## src/rtl/core_wbu_top.sv

```systemverilog
// Writeback unit: one-entry holding stage between EXU and the GPR file.
// Selects the writeback source at capture time, commits the held entry unless stalled.
module core_wbu_top #(
  parameter int RETIRE_W = 32
) (
  input  logic                clk,
  input  logic                rst,
  input  logic                wbu_rx_valid,
  output logic                wbu_rx_ready,
  input  logic [31:0]         wbu_rx_exu_res,
  input  logic [31:0]         wbu_rx_pc,
  input  logic [31:0]         wbu_rx_pc_seq,
  input  logic [31:0]         wbu_rx_imme,
  input  logic [31:0]         wbu_rx_csr_data,
  input  logic                wbu_rx_alu_valid,
  input  logic                wbu_rx_csr_valid,
  input  logic                wbu_rx_pc_seq_valid,
  input  logic                wbu_rx_pc_valid,
  input  logic                wbu_rx_imme_valid,
  input  logic [4:0]          wbu_rx_rd_idx,
  input  logic                wbu_stall,
  output logic                wbu_gpr_we,
  output logic [4:0]          wbu_gpr_waddr,
  output logic [31:0]         wbu_gpr_wdata,
  output logic                wbu_retire,
  output logic [RETIRE_W-1:0] wbu_retire_cnt,
  output logic                wbu_sel_err
);

  localparam logic [0:0] S_EMPTY = 1'b0;
  localparam logic [0:0] S_FULL  = 1'b1;

  logic [0:0]          r_state;
  logic [4:0]          r_rd;
  logic [4:0]          r_src;
  logic [31:0]         r_data;
  logic [RETIRE_W-1:0] r_retire_cnt;
  logic                r_sel_err;

  logic [0:0]  w_state_nxt;
  logic [4:0]  w_src;
  logic [31:0] w_sel_data;
  logic        w_full;
  logic        w_commit;
  logic        w_ready;
  logic        w_rx_ena;
  logic        w_has_write;

  // True when two or more bits of the source mask are set.
  function automatic logic f_multi_hot(input logic [4:0] v);
    return |(v & (v - 5'd1));
  endfunction

  // Priority source select; mask order is {alu, csr, pc_seq, pc, imme}.
  function automatic logic [31:0] f_select(
    input logic [4:0]  v,
    input logic [31:0] alu,
    input logic [31:0] csr,
    input logic [31:0] pc_seq,
    input logic [31:0] pc,
    input logic [31:0] imme
  );
    logic [31:0] d;
    if (v[4])      d = alu;
    else if (v[3]) d = csr;
    else if (v[2]) d = pc_seq;
    else if (v[1]) d = pc;
    else if (v[0]) d = imme;
    else           d = 32'd0;
    return d;
  endfunction

  // Handshake and commit qualification; rst forces the idle output view.
  always_comb begin
    w_src       = {wbu_rx_alu_valid, wbu_rx_csr_valid, wbu_rx_pc_seq_valid,
                   wbu_rx_pc_valid, wbu_rx_imme_valid};
    w_sel_data  = f_select(w_src, wbu_rx_exu_res, wbu_rx_csr_data,
                           wbu_rx_pc_seq, wbu_rx_pc, wbu_rx_imme);
    w_full      = (r_state == S_FULL);
    w_commit    = w_full && !wbu_stall && !rst;
    w_ready     = rst || !w_full || w_commit;
    w_rx_ena    = wbu_rx_valid && w_ready;
    w_has_write = |r_src;
  end

  // Next-state logic; in S_FULL a new accept always coincides with a commit.
  always_comb begin
    w_state_nxt = r_state;
    case (r_state)
      S_EMPTY: begin
        if (w_rx_ena) w_state_nxt = S_FULL;
        else          w_state_nxt = S_EMPTY;
      end
      S_FULL: begin
        if (w_commit && !w_rx_ena) w_state_nxt = S_EMPTY;
        else                       w_state_nxt = S_FULL;
      end
      default: w_state_nxt = S_EMPTY;
    endcase
  end

  // State, held entry, retire counter and sticky selection error.
  always_ff @(posedge clk) begin
    if (rst) begin
      r_state      <= S_EMPTY;
      r_rd         <= 5'd0;
      r_src        <= 5'd0;
      r_data       <= 32'd0;
      r_retire_cnt <= '0;
      r_sel_err    <= 1'b0;
    end else begin
      r_state <= w_state_nxt;
      if (w_rx_ena) begin
        r_rd   <= wbu_rx_rd_idx;
        r_src  <= w_src;
        r_data <= w_sel_data;
        if (f_multi_hot(w_src)) begin
          r_sel_err <= 1'b1;
        end else begin
          r_sel_err <= r_sel_err;
        end
      end else begin
        r_rd      <= r_rd;
        r_src     <= r_src;
        r_data    <= r_data;
        r_sel_err <= r_sel_err;
      end
      if (w_commit) begin
        r_retire_cnt <= r_retire_cnt + {{(RETIRE_W-1){1'b0}}, 1'b1};
      end else begin
        r_retire_cnt <= r_retire_cnt;
      end
    end
  end

  // Output drive; address/data show the held entry only while it is pending.
  always_comb begin
    wbu_rx_ready   = w_ready;
    wbu_gpr_we     = w_commit && w_has_write && (r_rd != 5'd0);
    wbu_retire     = w_commit;
    wbu_retire_cnt = r_retire_cnt;
    wbu_sel_err    = r_sel_err;
    if (w_full && !rst) begin
      wbu_gpr_waddr = r_rd;
      wbu_gpr_wdata = r_data;
    end else begin
      wbu_gpr_waddr = 5'd0;
      wbu_gpr_wdata = 32'd0;
    end
  end

endmodule

```

## config.mk

```make
export PLATFORM = sky130hd
export DESIGN_NAME = core_wbu_top
export DESIGN_NICKNAME = d
export VERILOG_FILES = /design/src/rtl/core_wbu_top.sv
export SDC_FILE = /design/constraint.sdc
export NUM_CORES = 1
export LEC_CHECK = 0
export ABC_AREA = 1
export CELL_PAD_IN_SITES_DETAIL_PLACEMENT = 1
export CELL_PAD_IN_SITES_GLOBAL_PLACEMENT = 1
export CORE_MARGIN = 2
export CORE_UTILIZATION = 28
export CTS_CLUSTER_SIZE = 28
export DETAILED_ROUTE_END_ITERATION = 16
export PLACE_DENSITY = 0.84
export SLEW_MARGIN = 20
export SYNTH_ARGS = -nofsm -noshare
export SYNTH_HDL_FRONTEND = slang
export SYNTH_SLANG_ARGS = --single-unit
```

## constraint.sdc

```tcl
create_clock -name clk -period 2.1 [get_ports clk]
set_clock_uncertainty 0.05 [all_clocks]
set_input_delay 0.21 -clock clk [delete_from_list [all_inputs] [get_ports clk]]
set_output_delay 0.21 -clock clk [all_outputs]
set_load 0.02 [all_outputs]
```

# Word-level counts from Yosys, hierarchy flattened
# Cells that the tools add are included.
# word_totals
regBits	76
inputBits	174
out_inout_bits	73
wordCells	37
# op_classes
addsub	2
n_mux	10
bitwise_logic	2
n_reduce_logical	17
# op_table
op	count
32-bit 2-to-1 mux	6
32-bit by 1-bit adder with 32-bit output (second input constant)	1
5-bit OR reduction	2
1-bit logical AND	7
5-bit bitwise AND	1
5-bit 2-to-1 mux	1
5-bit nonzero test	1
5-bit by 1-bit subtractor with 5-bit output (second input constant)	1
1-bit zero test	4
1-bit logical OR	2
1-bit 2-to-1 mux	2
1-bit case mux with 2 select lines	1
2-bit AND reduction	1
1-bit inverter	1

# Logic depth before layout (Yosys ltp)
# depth
depth_word	9
depth_mapped	11
ltp_nobuf	9

# Least setup slack after synthesis
# No wires, ideal clock.
# synth_path
path_type	reg-to-reg
startpoint	reg r_retire_cnt[1] (netlist: wbu_retire_cnt[1])
endpoint	reg r_retire_cnt[30] (netlist: wbu_retire_cnt[30])
setup_time_ns	0.128
arrival_ns	1.446
t_required_ns	1.922
path_slack_ns	0.476
path_stages_with_launch	10
n_path_buf	1
synth_period_minus_slack_ns	1.624
cell_sequence	dfxtp_1 -> ha_1 -> inv_1 -> nor2_2 -> nand4_4 -> nor2_4 -> buf_6 -> nand4_1 -> nand2_1 -> nor2_1
# synth_via
elab_chain_cells	1
# synth_rtl
item	line_no	source
from (decl)	37	logic [RETIRE_W-1:0] r_retire_cnt;
from (signal assigned)	129	r_retire_cnt <= r_retire_cnt + {{(RETIRE_W-1){1'b0}}, 1'b1};
from (signal assigned)	131	r_retire_cnt <= r_retire_cnt;
32-bit by 1-bit adder with 32-bit output	129	
# No other way between the ends.
# A chain may end at the register's enable or synchronous reset.

# Worst setup path after layout
# layout_path
startpoint	in rst
endpoint	out wbu_gpr_wdata[19]
# layout_via
elab_chain_cells	3
# layout_rtl
item	line_no	source
from (decl)	7	input logic rst,
1-bit zero test	143	if (w_full && !rst) begin
1-bit logical AND	143	
32-bit 2-to-1 mux	143	
to (decl)	24	output logic [31:0] wbu_gpr_wdata,
# No other way between the ends.

==> results.json <==
{
  "gr-total-overflow": 0,
  "yosys_most_used_dff": "dfxtp_1",
  "end_kind": "output pin",
  "cp.required_ns": 1.84,
  "worst_pin_slew_ns": 0.6439,
  "cts_setup_buffers": 0,
  "synth-async-reset-ratio": 0,
  "routed_via_density": 4.910,
  "core.rowCount": 48,
  "area_growth_pct": 64.96,
  "hold_viol": 0,
  "cts_buffers": 9,
  "cts.sinks": 76,
  "hp-class": "register to register",
  "grtUsageTotal": 0.2471,
  "status": "finished, final reports clean",
  "portBuffers": 246,
  "multi_input_area_sq_um": 2795,
  "mostFrequentLayoutCells": "239 x clkdlybuf4s50_1, 193 x nand2_1, 118 x a21oi_1",
  "r2r_cells": 10,
  "cap_violations": 0,
  "holdPathStages": 2,
  "grt_max_degree": 61,
  "synth.avg_cell_area_sq_um": 6.070,
  "synthesis.nets": 975,
  "num_antenna_cells": 0,
  "path_buf_inv": 4,
  "ys_seq_area_frac": 0.3133,
  "finalPower_mw": 3.933,
  "worst_path_max_delay_cell": "clkdlybuf4s50_1",
  "yosys.cell_types.count": 33,
  "critPathTopFamily": "buffers and inverters",
  "ant_nets": 0,
  "seqCellArea_sq_um": 1521,
  "critical_path_arrival_ns": 1.77,
  "powerDensity_nw_per_um2": 491.1,
  "die_h_um": 135.7,
  "h-tree-depth": 3,
  "r2r_start": "wbu_retire_cnt[1]$_SDFFE_PP0P_",
  "layout_commonest_cell": "clkdlybuf4s50_1",
  "route.final.wire_length_um": 22690,
  "synth_edf_count": 0,
  "clkLatencyLatePin_ns": 0.35,
  "postCtsHoldBufs": 0,
  "relSlewSlack": 0.5653,
  "clockRootBuffer": "clkbuf_16",
  "fin_crit_ns": 2.034,
  "rsz0062_at_grt": "no",
  "grt_antenna_before_repair": 1,
  "grt_pass1_wl_um": 35140,
  "yosysWarnings": 0,
  "holdWs_ns": 0.4237,
  "hold_end": "r_src[4]$_SDFFE_PP0P_",
  "vias": 6251,
  "yosys_register_bits": 76,
  "ff2ff_setup_slack_ns": 0.42,
  "syn_area_sq_um": 4856,
  "peakVddDrop_mv": 0.3897,
  "die_area_sq_um": 18410,
  "start_util": 0.2837,
  "slew_violations": 0,
  "clk_pin_slew_ns": 0.06,
  "die_w_um": 135.7,
  "cts_tree": "built",
  "cp_cell_sequence": "clkdlybuf4s50_1 -> inv_6 -> nand2_4 -> buf_12 -> nor2_1 -> clkdlybuf4s50_1",
  "drc": 0,
  "setup_viol": 0,
  "clk_path_buf_depth": 2,
  "wl_per_cell_um": 17.82,
  "nNetsFinal": 1218,
  "fin_tns_setup_ns": 0,
  "drt_iter0_drc": 215,
  "synthCells": 800,
  "p_leak_nw": 3.098,
  "cpPeakStageDelay_ns": 0.62,
  "finalCritPeriodShare": 0.9688,
  "filler_cell_count": 2208,
  "hpwl_um": 17660,
  "grt_pass1_vias": 6435,
  "globalplace.congestion": 0.9388,
  "hold_path.startpoint": "r_src[4]$_SDFFE_PP0P_",
  "crit_fanout": 28,
  "cp-start-kind": "input port",
  "fmax_mhz": 491.5,
  "drive_above_1_share": 0.06298,
  "dr.pass1.iters": 4,
  "cp_common_cell": "clkdlybuf4s50_1",
  "io_pins": 247,
  "r2r_end": "wbu_retire_cnt[22]$_SDFFE_PP0P_",
  "crit_type": "input port to output pin",
  "coreArea_sq_um": 17120
}
==> registers in the layout, indices dropped and copies added (netlist names) <==
register,count
r_data,32
r_src,5
r_state,1
wbu_retire_cnt,32
r_rd,5
wbu_sel_err,1
==> synthesized netlist by cell type, types with 16 or more instances <==
cell type | n | share of area
o211ai_1 | 27 | 0.042
nand2_1 | 193 | 0.15
buf_2 | 16 | 0.016
dfxtp_1 | 76 | 0.31
nor2_1 | 109 | 0.084
o21ai_0 | 60 | 0.062
o21ai_1 | 16 | 0.016
nand3_1 | 26 | 0.027
clkbuf_1 | 25 | 0.019
inv_1 | 80 | 0.062
a21oi_1 | 118 | 0.12
==> worst max path at each step <==
stage | from | end | slack (ns) | cells past startpoint
after floorplan | wbu_retire_cnt[1]$_SDFFE_PP0P_ | wbu_retire_cnt[30]$_SDFFE_PP0P_ | 0.48 | 9
after global placement | rst | wbu_gpr_we | -0.006 | 7
after detailed placement | rst | wbu_gpr_we | -0.05 | 7
after CTS | rst | wbu_gpr_wdata[9] | 0.02 | 6
after global routing | rst | wbu_gpr_wdata[17] | 0.0003 | 6
final | rst | wbu_gpr_wdata[19] | 0.07 | 6
==> power breakdown <==
group / switching, mW / total, mW / leakage, nW / internal (mW)
Sequential: 0.0367 / 1.55 / 0.623 / 1.51
Clock: 0.660 / 1.45 / 0.131 / 0.793
Combinational: 0.436 / 0.931 / 2.34 / 0.495
Total: 1.13 / 3.93 / 3.10 / 2.80
==> per-layer routing <==
layer	global-route usage	routed length, um	vias to the layer above	share of wire
li1	-	-	3102	-
met5	0	13	-	0.00057
met2	0.4254	11060	154	0.49
met4	0.06134	435	2	0.019
met1	0.3067	9902	2967	0.44
met3	0.06472	1275	26	0.056
==> layout make-up <==
cell class,instances,share of cell area
multi-input cells,591,0.3490
well taps,225,0.03515
inverters,85,0.04046
clock inverters,7,0.005467
clock buffers,9,0.02812
flip-flops and latches,76,0.1899
repair buffers,280,0.3519
==> cells by family (layout without fill, tap and decap cells) <==
family          after synthesis  after routing  share of synthesized area
xor+xnor                      2              2                   0.003608
simple gates                355            355                     0.3079
compound gates              233            233                     0.2615
fa+ha+maj                     1              1                   0.002576
buf+inv                     133            381                     0.1111
flops                        76             76                     0.3133
==> stage by stage <==
stage / area [sq um] / util / cells / setup slack, ns
after global placement: 7727 / 0.4515 / 1257 / -0.006054
after global routing: 8010 / 0.4680 / 1273 / 0.0002621
after CTS: 7995 / 0.4671 / 1273 / 0.01763
after detailed placement: 7727 / 0.4515 / 1257 / -0.04701
after floorplan: 4856 / - / 800 / 0.4763
final: 8010 / 0.4680 / 1273 / 0.06559
==> tightest hold or removal path, cell delays in order (launching register included) <==
cell and delay, ns:
dfxtp_1 0.31, nand2_1 0.06, a21oi_1 0.06
==> what timing repair did <==
item,in CTS,in global routing
gates cloned,0,0
gates resized for setup,1,6
endpoints found under the setup margin,1,6
pin swaps,0,0
Power figures use the tool's default switching activity.
